### src/rtl/motor_cmd_tx.sv
// Motor command transmitter: packs {stop, dir, speed} into a tagged command byte,
// queues it, and sends each byte as a UART frame paced by an external bit-rate tick.
module motor_cmd_tx #(
  parameter int FIFO_DEPTH = 4,
  parameter int PARITY     = 1,
  parameter int STOP_BITS  = 1
) (
  input  logic       CLK,
  input  logic       RST_N,
  input  logic       baud_tick,
  input  logic [2:0] speed,
  input  logic       dir,
  input  logic       stop,
  input  logic       cmd_valid,
  output logic       cmd_ready,
  output logic       TX,
  output logic       busy,
  output logic [7:0] frames_sent
);

  localparam int AW = $clog2(FIFO_DEPTH);

  localparam logic [2:0] S_IDLE  = 3'd0;
  localparam logic [2:0] S_START = 3'd1;
  localparam logic [2:0] S_DATA  = 3'd2;
  localparam logic [2:0] S_PAR   = 3'd3;
  localparam logic [2:0] S_STOP  = 3'd4;

  logic [7:0]  mem [FIFO_DEPTH];
  logic [AW:0] wr_ptr, rd_ptr, wr_ptr_n, rd_ptr_n;
  logic        full, empty, push, pop, load, done;
  logic [7:0]  head;

  logic [2:0]  state, state_n;
  logic [7:0]  shift, shift_n;
  logic [2:0]  cnt, cnt_n;
  logic        scnt, scnt_n;
  logic        par, par_n;
  logic        tx_n;

  // Extra pointer MSB separates full (MSBs differ) from empty (pointers equal).
  assign empty     = (wr_ptr == rd_ptr);
  assign full      = (wr_ptr[AW] != rd_ptr[AW]) && (wr_ptr[AW-1:0] == rd_ptr[AW-1:0]);
  assign cmd_ready = !full;
  assign push      = cmd_valid && !full;
  assign head      = mem[rd_ptr[AW-1:0]];
  assign wr_ptr_n  = wr_ptr + (AW+1)'(push);
  assign rd_ptr_n  = rd_ptr + (AW+1)'(pop);

  always_ff @(posedge CLK) begin
    if (push) mem[wr_ptr[AW-1:0]] <= {stop, dir, 3'b010, speed};
  end

  always_comb begin
    state_n = state;
    shift_n = shift;
    cnt_n   = cnt;
    scnt_n  = scnt;
    par_n   = par;
    tx_n    = TX;
    load    = 1'b0;
    done    = 1'b0;
    if (baud_tick) begin
      case (state)
        S_IDLE:  load = !empty;
        S_START: begin
          tx_n    = shift[0];
          cnt_n   = 3'd0;
          state_n = S_DATA;
        end
        S_DATA: begin
          if (cnt == 3'd7) begin
            scnt_n = 1'b0;
            if (PARITY != 0) begin
              tx_n    = par;
              state_n = S_PAR;
            end else begin
              tx_n    = 1'b1;
              state_n = S_STOP;
            end
          end else begin
            shift_n = {1'b0, shift[7:1]};
            tx_n    = shift[1];
            cnt_n   = cnt + 3'd1;
          end
        end
        S_PAR: begin
          tx_n    = 1'b1;
          scnt_n  = 1'b0;
          state_n = S_STOP;
        end
        S_STOP: begin
          if (scnt == 1'(STOP_BITS - 1)) begin
            done = 1'b1;
            if (!empty) begin
              load = 1'b1;
            end else begin
              tx_n    = 1'b1;
              state_n = S_IDLE;
            end
          end else begin
            scnt_n = scnt + 1'b1;
          end
        end
        default: begin
          tx_n    = 1'b1;
          state_n = S_IDLE;
        end
      endcase
    end
    // Parity is captured at pop time so the shifter can consume the byte freely.
    if (load) begin
      shift_n = head;
      par_n   = (PARITY == 2) ? ~^head : ^head;
      tx_n    = 1'b0;
      state_n = S_START;
    end
  end

  assign pop = load;

  always_ff @(posedge CLK or negedge RST_N) begin
    if (!RST_N) begin
      wr_ptr      <= '0;
      rd_ptr      <= '0;
      state       <= S_IDLE;
      shift       <= '0;
      cnt         <= '0;
      scnt        <= 1'b0;
      par         <= 1'b0;
      TX          <= 1'b1;
      busy        <= 1'b0;
      frames_sent <= '0;
    end else begin
      wr_ptr <= wr_ptr_n;
      rd_ptr <= rd_ptr_n;
      state  <= state_n;
      shift  <= shift_n;
      cnt    <= cnt_n;
      scnt   <= scnt_n;
      par    <= par_n;
      TX     <= tx_n;
      busy   <= (state_n != S_IDLE) || (wr_ptr_n != rd_ptr_n);
      if (done) frames_sent <= frames_sent + 8'd1;
    end
  end

endmodule

### config.mk
export PLATFORM = sky130hd
export DESIGN_NAME = motor_cmd_tx
export DESIGN_NICKNAME = d
export VERILOG_FILES = /design/src/rtl/motor_cmd_tx.sv
export SDC_FILE = /design/constraint.sdc
export NUM_CORES = 1
export LEC_CHECK = 0
export ABC_AREA = 1
export BUFFER_PORTS_ARGS = -buffer_cell sky130_fd_sc_hd__buf_2
export CAP_MARGIN = 5
export CORE_AREA = 2 2 77 79
export CTS_BUF_LIST = sky130_fd_sc_hd__clkbuf_16
export CTS_CLUSTER_SIZE = 14
export DETAILED_ROUTE_END_ITERATION = 8
export DIE_AREA = 0 0 79 81
export MAX_ROUTING_LAYER = met4
export PLACE_DENSITY_LB_ADDON = 0.25
export SYNTH_ARGS = -nofsm -noshare
export SYNTH_HDL_FRONTEND = slang
export SYNTH_SLANG_ARGS = --single-unit
export TNS_END_PERCENT = 10
### constraint.sdc
create_clock -name CLK -period 4.25 [get_ports CLK]
set_input_delay 0.425 -clock CLK [delete_from_list [all_inputs] [get_ports CLK]]
set_output_delay 0.425 -clock CLK [all_outputs]
set_load 0.005 [all_outputs]
# Word level (Yosys, flattened, before mapping)

Memory sizes are Yosys's and may differ from the RTL's.
Cells that the tools add are included.

Add/subtract/negate cells: 5
Equal/unequal tests: 15
Muxes and demuxes: 30
Reductions and logical operators: 16

Operators by type and width:

| cell                                                            | number |
|---|---|
| 8-bit two-way mux                                               | 4 |
| 3-bit two-way mux                                               | 6 |
| 1-bit two-way mux                                               | 15 |
| 3-bit one-hot mux with 5 select lines                           | 1 |
| 3-bit AND reduction                                             | 3 |
| 8-bit by 1-bit adder with 8-bit output, second input constant   | 1 |
| 2-bit inequality test, second input constant                    | 4 |
| 8-bit XOR reduction                                             | 1 |
| 3-bit by 1-bit adder with 3-bit output                          | 2 |
| 3-bit by 2-bit == test with 1-bit output, second input constant | 2 |
| 3-bit == test, second input constant                            | 2 |
| 3-bit inequality test, second input constant                    | 2 |
| 3-bit one-hot mux with 2 select lines                           | 1 |
| 2-bit nonzero test                                              | 3 |
| 3-bit nonzero test                                              | 2 |
| 1-bit one-hot mux with 4 select lines                           | 1 |
| 4-bit AND reduction                                             | 1 |
| 3-bit by 1-bit adder with 3-bit output, second input constant   | 1 |
| 3-bit by 1-bit == test with 1-bit output, second input constant | 1 |
| 3-bit == test                                                   | 1 |
| 3-bit logical NOT                                               | 1 |
| 3-bit inequality test                                           | 1 |
| 1-bit one-hot mux with 3 select lines                           | 1 |
| 2-bit == test                                                   | 1 |
| 6 further kinds                                                 | 8 |

Register bits: 32
Memory bits (writable): 20
Input port bits: 9
Output and inout port bits: 11
Word-level logic and storage cells: 77
Memories: 1

Memory list:

| memory | words | bits a word | rd ports | clocked after Yosys merged registers in | wr ports | line | source |
|---|---|---|---|---|---|---|---|
| mem    | 4     | 5           | 1        | 0                                       | 1        | 29   | `logic [7:0] mem [FIFO_DEPTH];` |

# Longest topological paths before layout

Gate-level depths: netlist of the first run.

Depth after elaboration: 8
Gate-level depth with buffers: 12
Depth with buffers taken out: 11

# Worst setup path before layout of the first run

OpenSTA, ideal clock, no wires.

Path type: flip-flop to flip-flop
Start: register rd_ptr[1]
End: register busy
Setup time: 0.131 ns
Arrival: 1.759 ns
Required time: 4.119 ns
Slack: 2.360 ns
Cell stages (with the launch flop): 11
Path buffers: 1
Clock period less this slack: 1.890 ns
Cells stage by stage: dfrtp_1 > buf_6 > xnor2_2 > nand3b_1 > nand2_1 > inv_1 > ha_1 > ha_1 > xor2_1 > xnor2_1 > nand4_1

Elaborated cells between the ends (all ways): 20
Classes of those cells: 2 x add/sub; 3 x eq/ne; 9 x mux; 6 x reduce/logical

RTL lines:

| what                                   | line | source |
|---|---|---|
| from (decl)                            | 30   | `logic [AW:0] wr_ptr, rd_ptr, wr_ptr_n, rd_ptr_n;` |
| from (signal assigned)                 | 136  | `rd_ptr <= rd_ptr_n;` |
| 2-bit == test                          | 43   | `assign full = (wr_ptr[AW] != rd_ptr[AW]) && (wr_ptr[AW-1:0] == rd_ptr[AW-1:0]);` |
| 1-bit logical AND                      | 43   |  |
| 1-bit logical NOT                      | --   |  |
| via cmd_ready                          | 15   | `output logic cmd_ready,` |
| 1-bit logical AND                      | 45   | `assign push = cmd_valid && !full;` |
| 3-bit by 1-bit adder with 3-bit output | 47   | `assign wr_ptr_n = wr_ptr + (AW+1)'(push);` |
| via wr_ptr_n[2]                        | 30   |  |
| 3-bit inequality test                  | 143  | `busy <= (state_n != S_IDLE) \|\| (wr_ptr_n != rd_ptr_n);` |
| 1-bit logical OR                       | 143  |  |
| to (signal assigned)                   | 143  |  |
| to (decl)                              | 17   | `output logic busy,` |

The timed path passes the listed nets, and every way through them passes these cells.
A chain may end at the register's enable or synchronous reset.

# Final worst setup path of the first run

Start: register rd_ptr[0]
End: register busy

Cells in the longest elaborated chain, start to end: 8
Elaborated cells between the ends (all ways): 20
Classes of those cells: 2 x add/sub; 3 x eq/ne; 9 x mux; 6 x reduce/logical

RTL lines:

| what                                     | line | source |
|---|---|---|
| 3-bit == test *                          | 42   | `assign empty = (wr_ptr == rd_ptr);` |
| 1-bit two-way mux                        | 95   | `if (!empty) begin` |
| 1-bit two-way mux                        | 93   | `if (scnt == 1'(STOP_BITS - 1)) begin` |
| 1-bit one-hot mux with 2 select lines *  | 64   | `case (state)` |
| 1-bit two-way mux *                      | 63   | `if (baud_tick) begin` |
| via load                                 | 31   | `logic full, empty, push, pop, load, done;` |
| 3-bit by 1-bit adder with 3-bit output * | 48   | `assign rd_ptr_n = rd_ptr + (AW+1)'(pop);` |
| via rd_ptr_n[1]                          | 30   |  |
| 3-bit inequality test *                  | 143  |  |
| 1-bit logical OR *                       | 143  |  |

Mark *: on every way through the listed nets, which the timed path passes. The rest lies on a longest branch.

==> summary.md, run 1 <==
| Metric | Value |
|---|---|
| P&R area growth vs syn | `12.2%` |
| RSZ-0062 raised after global routing | `no` |
| Leak pwr | `1.31 nW` |
| CP Capture Type | `register` |
| Vias in the first global route | `1620` |
| Latest clock arrival within the worst-skew pair | `290 ps` |
| Setup CP Type | `reg -> reg` |
| Final core occ | `47.9%` |
| Post-synth top area share | `31.0%` |
| R2R Path End | `busy` |
| Vias per cell | `4.74` |
| GRT Overall Usage | `14.5%` |
| IO Port Bufs | `19` |
| CP startpoint | `rd_ptr[0]` |
| Slowest stage cell, crit path | `dfrtp_1` |
| WL per Instance | `11.7 um` |
| Pwr Total | `1.90 mW` |
| Layout cells sized above 1 | `18.5%` |
| Clock transition at path regs | `70 ps` |
| Initial antenna violation count | `0` |
| Sequential share of the synthesized area | `56.8%` |
| Yosys cell types | `28` |
| Post-synth top area cell | `dfrtp_1` |
| Critical Path Start Type | `register` |
| Ys flop type | `dfrtp_1` |
| CTS max path bufs | `2` |
| Commonest non-fill, non-tap cells in the layout | `nand2_1 (73), dfrtp_1 (30), nand3_1 (26)` |
| TritonCTS clock tree | `yes` |
| Syn Inst Count | `247` |
| Most common cell after layout, fill and taps aside | `nand2_1` |
| Setup TNS | `0 ps` |
| Crit-path max FO | `18` |
| Crit-path max cell delay | `550 ps` |
| Post-Syn Area | `2420 um2` |
| Critical path arrival | `2530 ps` |
| Via Count | `1634` |
| Fin. Hold Viols | `0` |
| Largest delay contributor family on the critical path | `simple AND/OR/NAND/NOR gates` |
| Async S/R FF share, synth | `60.8%` |
| Mapped Avg Cell Area | `9.82 um2` |
| Dominant cells by area after synthesis | `dfrtp_1 (31%), edfxtp_1 (25%), nand2_1 (11%), nand3_1 (5.4%), ha_1 (3.6%)` |
| Run status | `finished, final reports clean` |
| HPWL Detailed | `2950 um` |
| Total CTS buffers | `5` |
| Num rows | `28` |
| Syn_nets | `263` |
| Final Instance Area | `2720 um2` |
| Slew HR | `43.0%` |
| Post-Route Skew | `2.67 ps` |
| Yosys warns | `0` |
| Filler cells | `558` |
| Peak Freq | `0.423 GHz` |
| Worst-path cell chain | `xnor2_1, nand3_2, nand2_2, inv_1, ha_1, ha_1, xor2_1, nor2_1, nand4_1` |
| RR Startpoint | `rd_ptr[0]` |
| Fin nets | `285` |
| Die height | `81 um` |
| Clock root cell | `clkbuf_16` |
| Final critical-path share of the clock period | `55.7%` |
| Peak VDD IR | `0.364 mV` |
| H-tree levels | `2` |
| Post-synth EDFFs | `20` |
| Max-cap violations | `0` |
| Worst-margin pin slew | `848 ps` |
| Initial Utilization | `42.7%` |
| Most common cell on crit path | `ha_1` |
| Critical Path RT | `4420 ps` |
| Hold Crit Class | `in -> async` |
| CTS resizes | `0` |
| Cell total after placement | `337` |
| Worst R2R Setup Slack | `1880 ps` |
| Dpl cell area | `2570 um2` |
| DRC | `0` |
| Final setup viols | `0` |
| Register bit total from synthesis | `51` |
| R2R cell count | `9` |
| Total Wirelength | `4040 um` |
| Initial DRC count | `83` |
| DRT Pass-1 Iters | `4` |
| Die X | `79 um` |
| First-pass GRT wire length | `7070 um` |
| Final Max Tran Viols | `0` |
| Die Footprint | `6400 um2` |
| Clock sink count | `51` |
| Number of setup buffers added after CTS | `0` |
| Core Region | `5680 um2` |
| Buffers & Inverters on Critical Path | `1` |
| Fin cells | `345` |
| Grt ovf | `0` |
| Number of diodes | `0` |
| Largest net degree at the start of global routing | `32` |
| Ratio of total power to cell area | `699 nW/um2` |
| Routability congestion estimate | `0.820` |
| Post-route antenna net violation count | `0` |
| Hold-fix buffers, CTS | `0` |
| I/O pin count | `20` |
| Minimum clock period | `2370 ps` |
-- per-stage QoR --
step	setup slack, ps	hold slack [ps]
finish	1880	178
global route	1660	252
CTS	1870	214
detailed placement	1890	460
global placement	1970	455
floorplan	2360	129
-- worst register-to-register path: stages (launching register included) --
cell and delay, ps:
dfrtp_1 550, xnor2_1 310, nand3_2 130, nand2_2 260
inv_1 100, ha_1 200, ha_1 310, xor2_1 170
nor2_1 120, nand4_1 100
-- cell families (layout without fill, tap and decap cells) --
family                     count (synthesis)  in the layout  share of synthesized area (%)
and+or+nand+nor                          126            126                           23.9
DFF                                       51             51                           56.8
buffers and inverters                     31             54                           6.04
xor gates and xnor gates                  15             15                           5.73
AOI/OAI and AO/OA                         17             17                           3.92
adders and majority gates                  7              7                           3.61
-- state kept, by name, summed over array words and instances, names as in the netlist --
| name | flops |
|---|---|
| rd_ptr | 3 |
| state | 3 |
| par | 1 |
| mem | 20 |
| frames_sent | 8 |
| TX | 1 |
| shift | 8 |
| wr_ptr | 3 |
| busy | 1 |
| cnt | 3 |
-- worst max path at each step --
stage | to | depth (start not counted)
floorplan | busy | 10
global route | busy | 9
finish | busy | 9
detailed placement | busy | 9
CTS | busy | 9
global placement | busy | 9
-- cell usage after synthesis (4+ instances only) --
library cell,n
o21ai_1,5
nand3_1,26
edfxtp_1,20
nor2_1,8
xnor2_1,7
dfrtp_1,30
nand2_2,6
inv_1,19
xor2_1,7
inv_2,8
nor3_1,4
nand2_1,73
buf_6,4
ha_1,7
-- routing by layer --
| layer | track usage, % | wire, um | vias up |
|---|---|---|---|
| met5 | - | 0 | - |
| li1 | - | - | 853 |
| met4 | 6.03 | 62 | 0 |
| met3 | 3.00 | 112 | 8 |
| met2 | 23.4 | 1950 | 21 |
| met1 | 17.9 | 1920 | 752 |
-- power breakdown --
part           internal (mW)  switching [mW]
combinational          0.271           0.423
clock                  0.225           0.181
sequential             0.676           0.126
total                   1.17           0.730
-- cell type report --
type	instances	area (um2)	area share, %
Timing Repair Buffer	19	95.1	3.50
Sequential cell	51	1380	50.6
Clock buffer	5	125	4.60
Multi-Input combinational cell	165	901	33.1
Inverter	27	101	3.73
Clock inverter	3	26.3	0.966
Tap cell	75	93.8	3.45
No activity file was read; power rests on OpenSTA's default activity.
==> run 2: changes to the inputs <==
- clock period: 4.25 -> 2 ns (I/O delays scaled with it)
==> summary.md, run 2 (same netlist as run 1, synthesis figures left out) <==
| Metric | Value |
|---|---|
| Fin. Hold Viols | `0 (unchanged)` |
| Post-Route Skew | `7.41 ps (+4.74 ps)` |
| Clock power share | `20.4% (-0.9 points)` |
| Grt ovf | `0 (unchanged)` |
| Critical Path Start Type | `register` |
| Max reg flops | `20 (unchanged)` |
| Final critical-path share of the clock period | `94.3% (+39 points)` |
| Via Count | `1706 (+4.4%)` |
| Latest clock arrival within the worst-skew pair | `290 ps (about the same)` |
| Sequential share of power | `37.9% (-4.3 points)` |
| GRT Overall Usage | `15.0% (+0.54 points)` |
| Post-route antenna net violation count | `0 (unchanged)` |
| Routability congestion estimate | `0.769 (-6.2%)` |
| Peak Freq | `0.530 GHz (+25%)` |
| Fin cells | `359 (+4.1%)` |
| Clock root cell | `clkbuf_16` |
| Commonest non-fill, non-tap cells in the layout | `nand2_1 (73), dfrtp_1 (29), nand3_1 (26)` |
| I/O pin count | `20 (unchanged)` |
| CP Capture Type | `register` |
| Net Sw Frac | `38.3% (-0.11 points)` |
| Total CTS buffers | `5 (unchanged)` |
| Slew HR | `53.7% (+11 points)` |
| HPWL Detailed | `3030 um (+2.7%)` |
| Die height | `81 um (unchanged)` |
| NetSw | `1.66 mW (+130%)` |
| WL per Instance | `11.7 um (+0.17%)` |
| Pint | `2.67 mW (+130%)` |
| Final setup viols | `0 (unchanged)` |
| Vias in the first global route | `1602 (-1.1%)` |
| Ratio of total power to cell area | `1520 nW/um2 (+120%)` |
| TritonCTS clock tree | `yes` |
| Final hold slack | `117 ps (-61.1 ps)` |
| Initial DRC count | `71 (-14%)` |
| Comb power frac | `41.7% (+5.2 points)` |
| Core Region | `5680 um2 (unchanged)` |
| Peak VDD IR | `0.748 mV (+110%)` |
| Critical Path RT | `2170 ps (-2250 ps)` |
| Clock sink count | `51 (unchanged)` |
| Clock transition at path regs | `70 ps (about the same)` |
| P&R area growth vs syn | `17.7%` |
| Num rows | `28 (unchanged)` |
| Critical path arrival | `2050 ps (-480 ps)` |
| Setup CP Type | `reg -> reg` |
| Cell total after placement | `347 (+3.0%)` |
| DRT Pass-1 Iters | `4 (unchanged)` |
| H-tree levels | `2 (unchanged)` |
| Initial Utilization | `42.7% (unchanged)` |
| DRC | `0 (unchanged)` |
| Minimum clock period | `1890 ps (-479 ps)` |
| Most common cell after layout, fill and taps aside | `nand2_1` |
| IO Port Bufs | `19 (unchanged)` |
| Leak pwr | `1.39 nW (+6.1%)` |
| Initial antenna violation count | `0 (unchanged)` |
| Hold Crit Class | `in -> reg` |
| First-pass GRT wire length | `7360 um (+4.1%)` |
| CTS max path bufs | `2 (unchanged)` |
| Max-cap violations | `0 (unchanged)` |
| Worst-margin pin slew | `694 ps (-154 ps)` |
| Total Wirelength | `4210 um (+4.2%)` |
| Crit-path max FO | `2 (-16)` |
| Run status | `finished, final reports clean` |
| Fin nets | `299 (+4.9%)` |
| Die Footprint | `6400 um2 (unchanged)` |
| Largest net degree at the start of global routing | `32 (unchanged)` |
| Final Max Tran Viols | `0 (unchanged)` |
| Die X | `79 um (unchanged)` |
| Vias per cell | `4.75 (+0.33%)` |
| Layout cells sized above 1 | `23.6% (+5.1 points)` |
| Number of diodes | `0 (unchanged)` |
## run 2: final cells by class
cell class,instances,area [um2]
clock buffer,5,125
clock inverter,3,28.8
fill,546,2820
inverter,27,101
multi-input combinational,165,923
sequential,51,1380
tap,75,93.8
timing repair buffer,33,203
## run 2: metrics by stage
stage / power, mW / worst slack [ps] / TNS (ps) / utilization [%] / instance area [um2]
finish: 4.33 / 113 / 0 / 50.3 / 2850
floorplan: 2.92 / 110 / 0 / - / 2420
global placement: 3.32 / 189 / 0 / 46.6 / 2640
detailed placement: 3.37 / 107 / 0 / 46.6 / 2640
global route: 4.70 / -25.7 / -25.7 / 50.3 / 2850
CTS: 4.26 / 79.2 / 0 / 49.5 / 2810
## run 2: final timing paths
check	startpoint	end	slack, ps	depth (start not counted)
min	speed[1]	mem[1][1]	120	1
min in group asynchronous	RST_N	shift[4]	480	2
max reg2reg	rd_ptr[1]	busy	110	9
max in group asynchronous	RST_N	wr_ptr[2]	1020	2
min reg2reg	frames_sent[7]	frames_sent[7]	470	1
max	rd_ptr[1]	busy	110	9
## run 2: power by group through the flow
stage / Clock [mW] / Sequential, mW / Combinational [mW]
finish: 0.885 / 1.64 / 1.80
global route: 0.936 / 1.67 / 2.09
CTS: 0.905 / 1.63 / 1.73
detailed placement: 0 / 1.65 / 1.72
global placement: 0 / 1.64 / 1.68
floorplan: 0 / 1.64 / 1.28
## run 2: worst max-delay path, cell delays in order (launching register included)
cell and delay (ps):
dfrtp_1 410, xnor2_2 230, nand3b_1 150, nand2_1 100, inv_1 40, ha_1 170
ha_1 210, xor2_2 190, xnor2_1 160, nand4_1 100
## run 2: routing by layer
metal / vias up / wire (um) / GRT usage (%)
met5: - / 0 / -
met4: 0 / 44 / 4.31
met3: 6 / 118 / 3.00
met2: 25 / 2020 / 24.1
met1: 796 / 2030 / 19.7
li1: 879 / - / -
## run 2: what timing repair did
item,CTS,global route
buffers inserted,0,3
hold endpoints to repair,30,0
hold buffers,1,0
setup endpoints to repair,0,1
gates resized for setup,0,4
==> run 3: changes to the inputs <==
- ABC_AREA: 1 -> 0
- CORE_AREA: 2 2 77 79 -> 2 2 74 76
- DIE_AREA: 0 0 79 81 -> 0 0 76 78
==> summary.md, run 3 <==
| Metric | Value |
|---|---|
| Worst Setup Slack, final | `31.8 ps (-81.6 ps)` |
| DRT Pass-1 Iters | `4 (unchanged)` |
| HPWL Detailed | `2670 um (-12%)` |
| Vias per cell | `4.99 (+5.0%)` |
| Critical Path RT | `2160 ps (about the same)` |
| Die Footprint | `5930 um2 (-7.4%)` |
| Max-cap violations | `0 (unchanged)` |
| Die height | `78 um (-3.7%)` |
| Post-synth top area share | `33.1% (+2.2 points)` |
| Slew HR | `54.8% (+1.1 points)` |
| Async S/R FF share, synth | `60.8% (unchanged)` |
| Total CTS buffers | `5 (unchanged)` |
| Syn_nets | `186 (-29%)` |
| Max reg flops | `20 (unchanged)` |
| Ys flop type | `dfrtp_1` |
| Pre-CTS WS | `-75.1 ps (-182 ps)` |
| Post-Route Skew | `5.35 ps (-2.06 ps)` |
| Dpl cell area | `2560 um2 (-3.2%)` |
| Die X | `76 um (-3.8%)` |
| Sequential share of the synthesized area | `60.8% (+4.0 points)` |
| Routability congestion estimate | `0.849 (+10%)` |
| Total Wirelength | `3820 um (-9.3%)` |
| First-pass GRT wire length | `6570 um (-11%)` |
| CP startpoint | `wr_ptr[1]` |
| R2R Path End | `busy` |
| Cell total after placement | `266 (-23%)` |
| Ratio of total power to cell area | `1590 nW/um2 (+4.6%)` |
| Fin cells | `283 (-21%)` |
| Peak Freq | `0.508 GHz (-4.1%)` |
| Buffers & Inverters on Critical Path | `1 (unchanged)` |
| Clock transition at path regs | `70 ps (about the same)` |
| Crit-path max FO | `2 (unchanged)` |
| I/O pin count | `20 (unchanged)` |
| Setup CP Type | `reg -> reg` |
| Initial Utilization | `44.9% (+2.2 points)` |
| Worst R2R Setup Slack | `30 ps (-80 ps)` |
| Final setup viols | `0 (unchanged)` |
| CTS max path bufs | `2 (unchanged)` |
| Pint | `2.99 mW (+12%)` |
| Latest clock arrival within the worst-skew pair | `290 ps (about the same)` |
| Vias in the first global route | `1416 (-12%)` |
| Register bit total from synthesis | `51 (unchanged)` |
| Final hold slack | `125 ps (+7.65 ps)` |
| Core Region | `5040 um2 (-11%)` |
| RSZ-0062 raised after global routing | `yes` |
| Clock root cell | `clkbuf_16` |
| Synth top cells by count | `dfrtp_1 (30), edfxtp_1 (20), nand2_1 (18)` |
| Via Count | `1412 (-17%)` |
| Clock sink count | `51 (unchanged)` |
| WL per Instance | `13.5 um (+15%)` |
| Cell with the most instances after synthesis | `dfrtp_1` |
| Mapped Avg Cell Area | `13.3 um2 (+36%)` |
| Syn Inst Count | `170 (-31%)` |
| Post-Syn Area | `2270 um2 (-6.6%)` |
| DRC | `0 (unchanged)` |
| Critical Path Start Type | `register` |
| Yosys warns | `0 (unchanged)` |
| Net Sw Frac | `33.9% (-4.4 points)` |
| Final Max Tran Viols | `0 (unchanged)` |
| IO Port Bufs | `19 (unchanged)` |
| Worst-margin pin slew | `678 ps (-15.8 ps)` |
| Final core occ | `56.5% (+6.2 points)` |
| P&R area growth vs syn | `25.7%` |
| Commonest non-fill, non-tap cells in the layout | `dfrtp_1 (30), buf_4 (21), edfxtp_1 (20)` |
| Largest delay contributor family on the critical path | `simple AND/OR/NAND/NOR gates` |
| Post-synth EDFFs | `20 (unchanged)` |
| Final Instance Area | `2850 um2 (-0.18%)` |
| Post-synth top area cell | `dfrtp_1` |
| Comb power frac | `45.4% (+3.7 points)` |
| Yosys cell types | `37 (+32%)` |
| Critical path arrival | `2130 ps (+80 ps)` |
| Post-route antenna net violation count | `0 (unchanged)` |
| Initial DRC count | `56 (-21%)` |
| Fin nets | `228 (-24%)` |
| Run status | `finished, final reports clean` |
| R2R cell count | `11 (+2)` |
| Crit-path max cell delay | `410 ps (about the same)` |
| Largest net degree at the start of global routing | `32 (unchanged)` |
| GRT Overall Usage | `14.6% (-0.46 points)` |
| NetSw | `1.53 mW (-7.5%)` |
| Final critical-path share of the clock period | `98.4% (+4.1 points)` |
| Leak pwr | `1.22 nW (-12%)` |
| CP Capture Type | `register` |
| Grt ovf | `0 (unchanged)` |
| Critical path destination | `busy` |
| Most common cell after layout, fill and taps aside | `dfrtp_1` |
| H-tree levels | `2 (unchanged)` |
| Clock power share | `18.4% (-2.0 points)` |
| Number of diodes | `0 (unchanged)` |
| Sequential share of power | `36.2% (-1.7 points)` |
| Dominant cells by area after synthesis | `dfrtp_1 (33%), edfxtp_1 (27%), mux4_2 (4.0%), ha_1 (3.9%), xnor2_1 (3.9%)` |
| Worst-path cell chain | `xor2_2, nor2_1, nand2_1, nand2_2, inv_1, ha_2, ha_4, xor2_4, xnor2_2, nand3_1, nand4b_1` |
| Hold Crit Class | `in -> reg` |
| Layout cells sized above 1 | `34.7% (+11 points)` |
| Peak VDD IR | `0.764 mV (+2.1%)` |
| RR Startpoint | `wr_ptr[1]` |
| Num rows | `26 (-7.1%)` |
| Levels on crit path | `11 (+2)` |
| Fin. Hold Viols | `0 (unchanged)` |
| Minimum clock period | `1970 ps (+81.6 ps)` |
| Hold path start | `dir` |
| Slowest stage cell, crit path | `dfrtp_1` |
| TritonCTS clock tree | `yes` |
| Initial antenna violation count | `0 (unchanged)` |
-- run 3: timing repair --
action / CTS / global route
hold buffers: 1 / 0
setup buffers: 7 / 1
gates resized for setup: 5 / 7
setup endpoints to repair: 1 / 17
pin swaps: 5 / 6
endpoints found under the hold margin: 30 / 0
gates cloned: 0 / 0
-- run 3: how the worst min path moves through the flow --
stage	to	depth (start not counted)	slack [ps]
3_5_place_dp	state[2]	1	290
3_3_place_gp	state[1]	1	270
6_report	mem[0][3]	1	120
2_1_floorplan	busy	0	-100
4_1_cts	mem[1][3]	1	120
5_1_grt	mem[1][0]	1	130
-- run 3: worst reg2reg max path: cells and delay by family, from the launching register on --
family / cells / cell delay, ps
simple gates: 5 / 550
buf+inv: 1 / 60
xor+xnor: 3 / 480
flops: 1 / 410
fa+ha+maj: 2 / 350
-- run 3: power by group through the flow --
stage | clock (mW) | sequential, mW | combinational (mW)
2_1_floorplan | 0 | 1.63 | 1.36
3_3_place_gp | 0 | 1.63 | 1.76
3_5_place_dp | 0 | 1.66 | 1.79
4_1_cts | 0.846 | 1.64 | 1.96
5_1_grt | 0.891 | 1.68 | 2.27
6_report | 0.831 | 1.64 | 2.05
-- run 3: logic make-up after synthesis --
group                      after synthesis  share of synthesized area, %
and+or+nand+nor                         49                          11.4
muxes                                   12                          8.28
xor gates and xnor gates                19                          8.01
buffers and inverters                   13                          2.87
DFF                                     51                          60.8
AOI/OAI and AO/OA                       19                          4.80
adders and majority gates                7                          3.87
-- run 3: cell type report --
class / instances / area, um2
Timing Repair Buffer: 42 / 274
Fill cell: 419 / 2190
Inverter: 6 / 22.5
Clock buffer: 5 / 125
Tap cell: 70 / 87.6
Sequential cell: 51 / 1380
Clock inverter: 3 / 18.8
Multi-Input combinational cell: 106 / 943
-- run 3: metal layers --
metal	vias up	GRT usage, %	wire length (um)
li1	688	-	-
met1	690	16.8	1660
met2	29	25.4	1970
met3	5	3.72	143
met4	0	4.36	47
met5	-	-	0
-- run 3: through the flow --
step	total power [mW]	TNS (ps)
after CTS	4.44	0
after global placement	3.40	0
after global routing	4.84	-209
after floorplan	2.99	-141
final	4.52	0
after detailed placement	3.45	-75.1
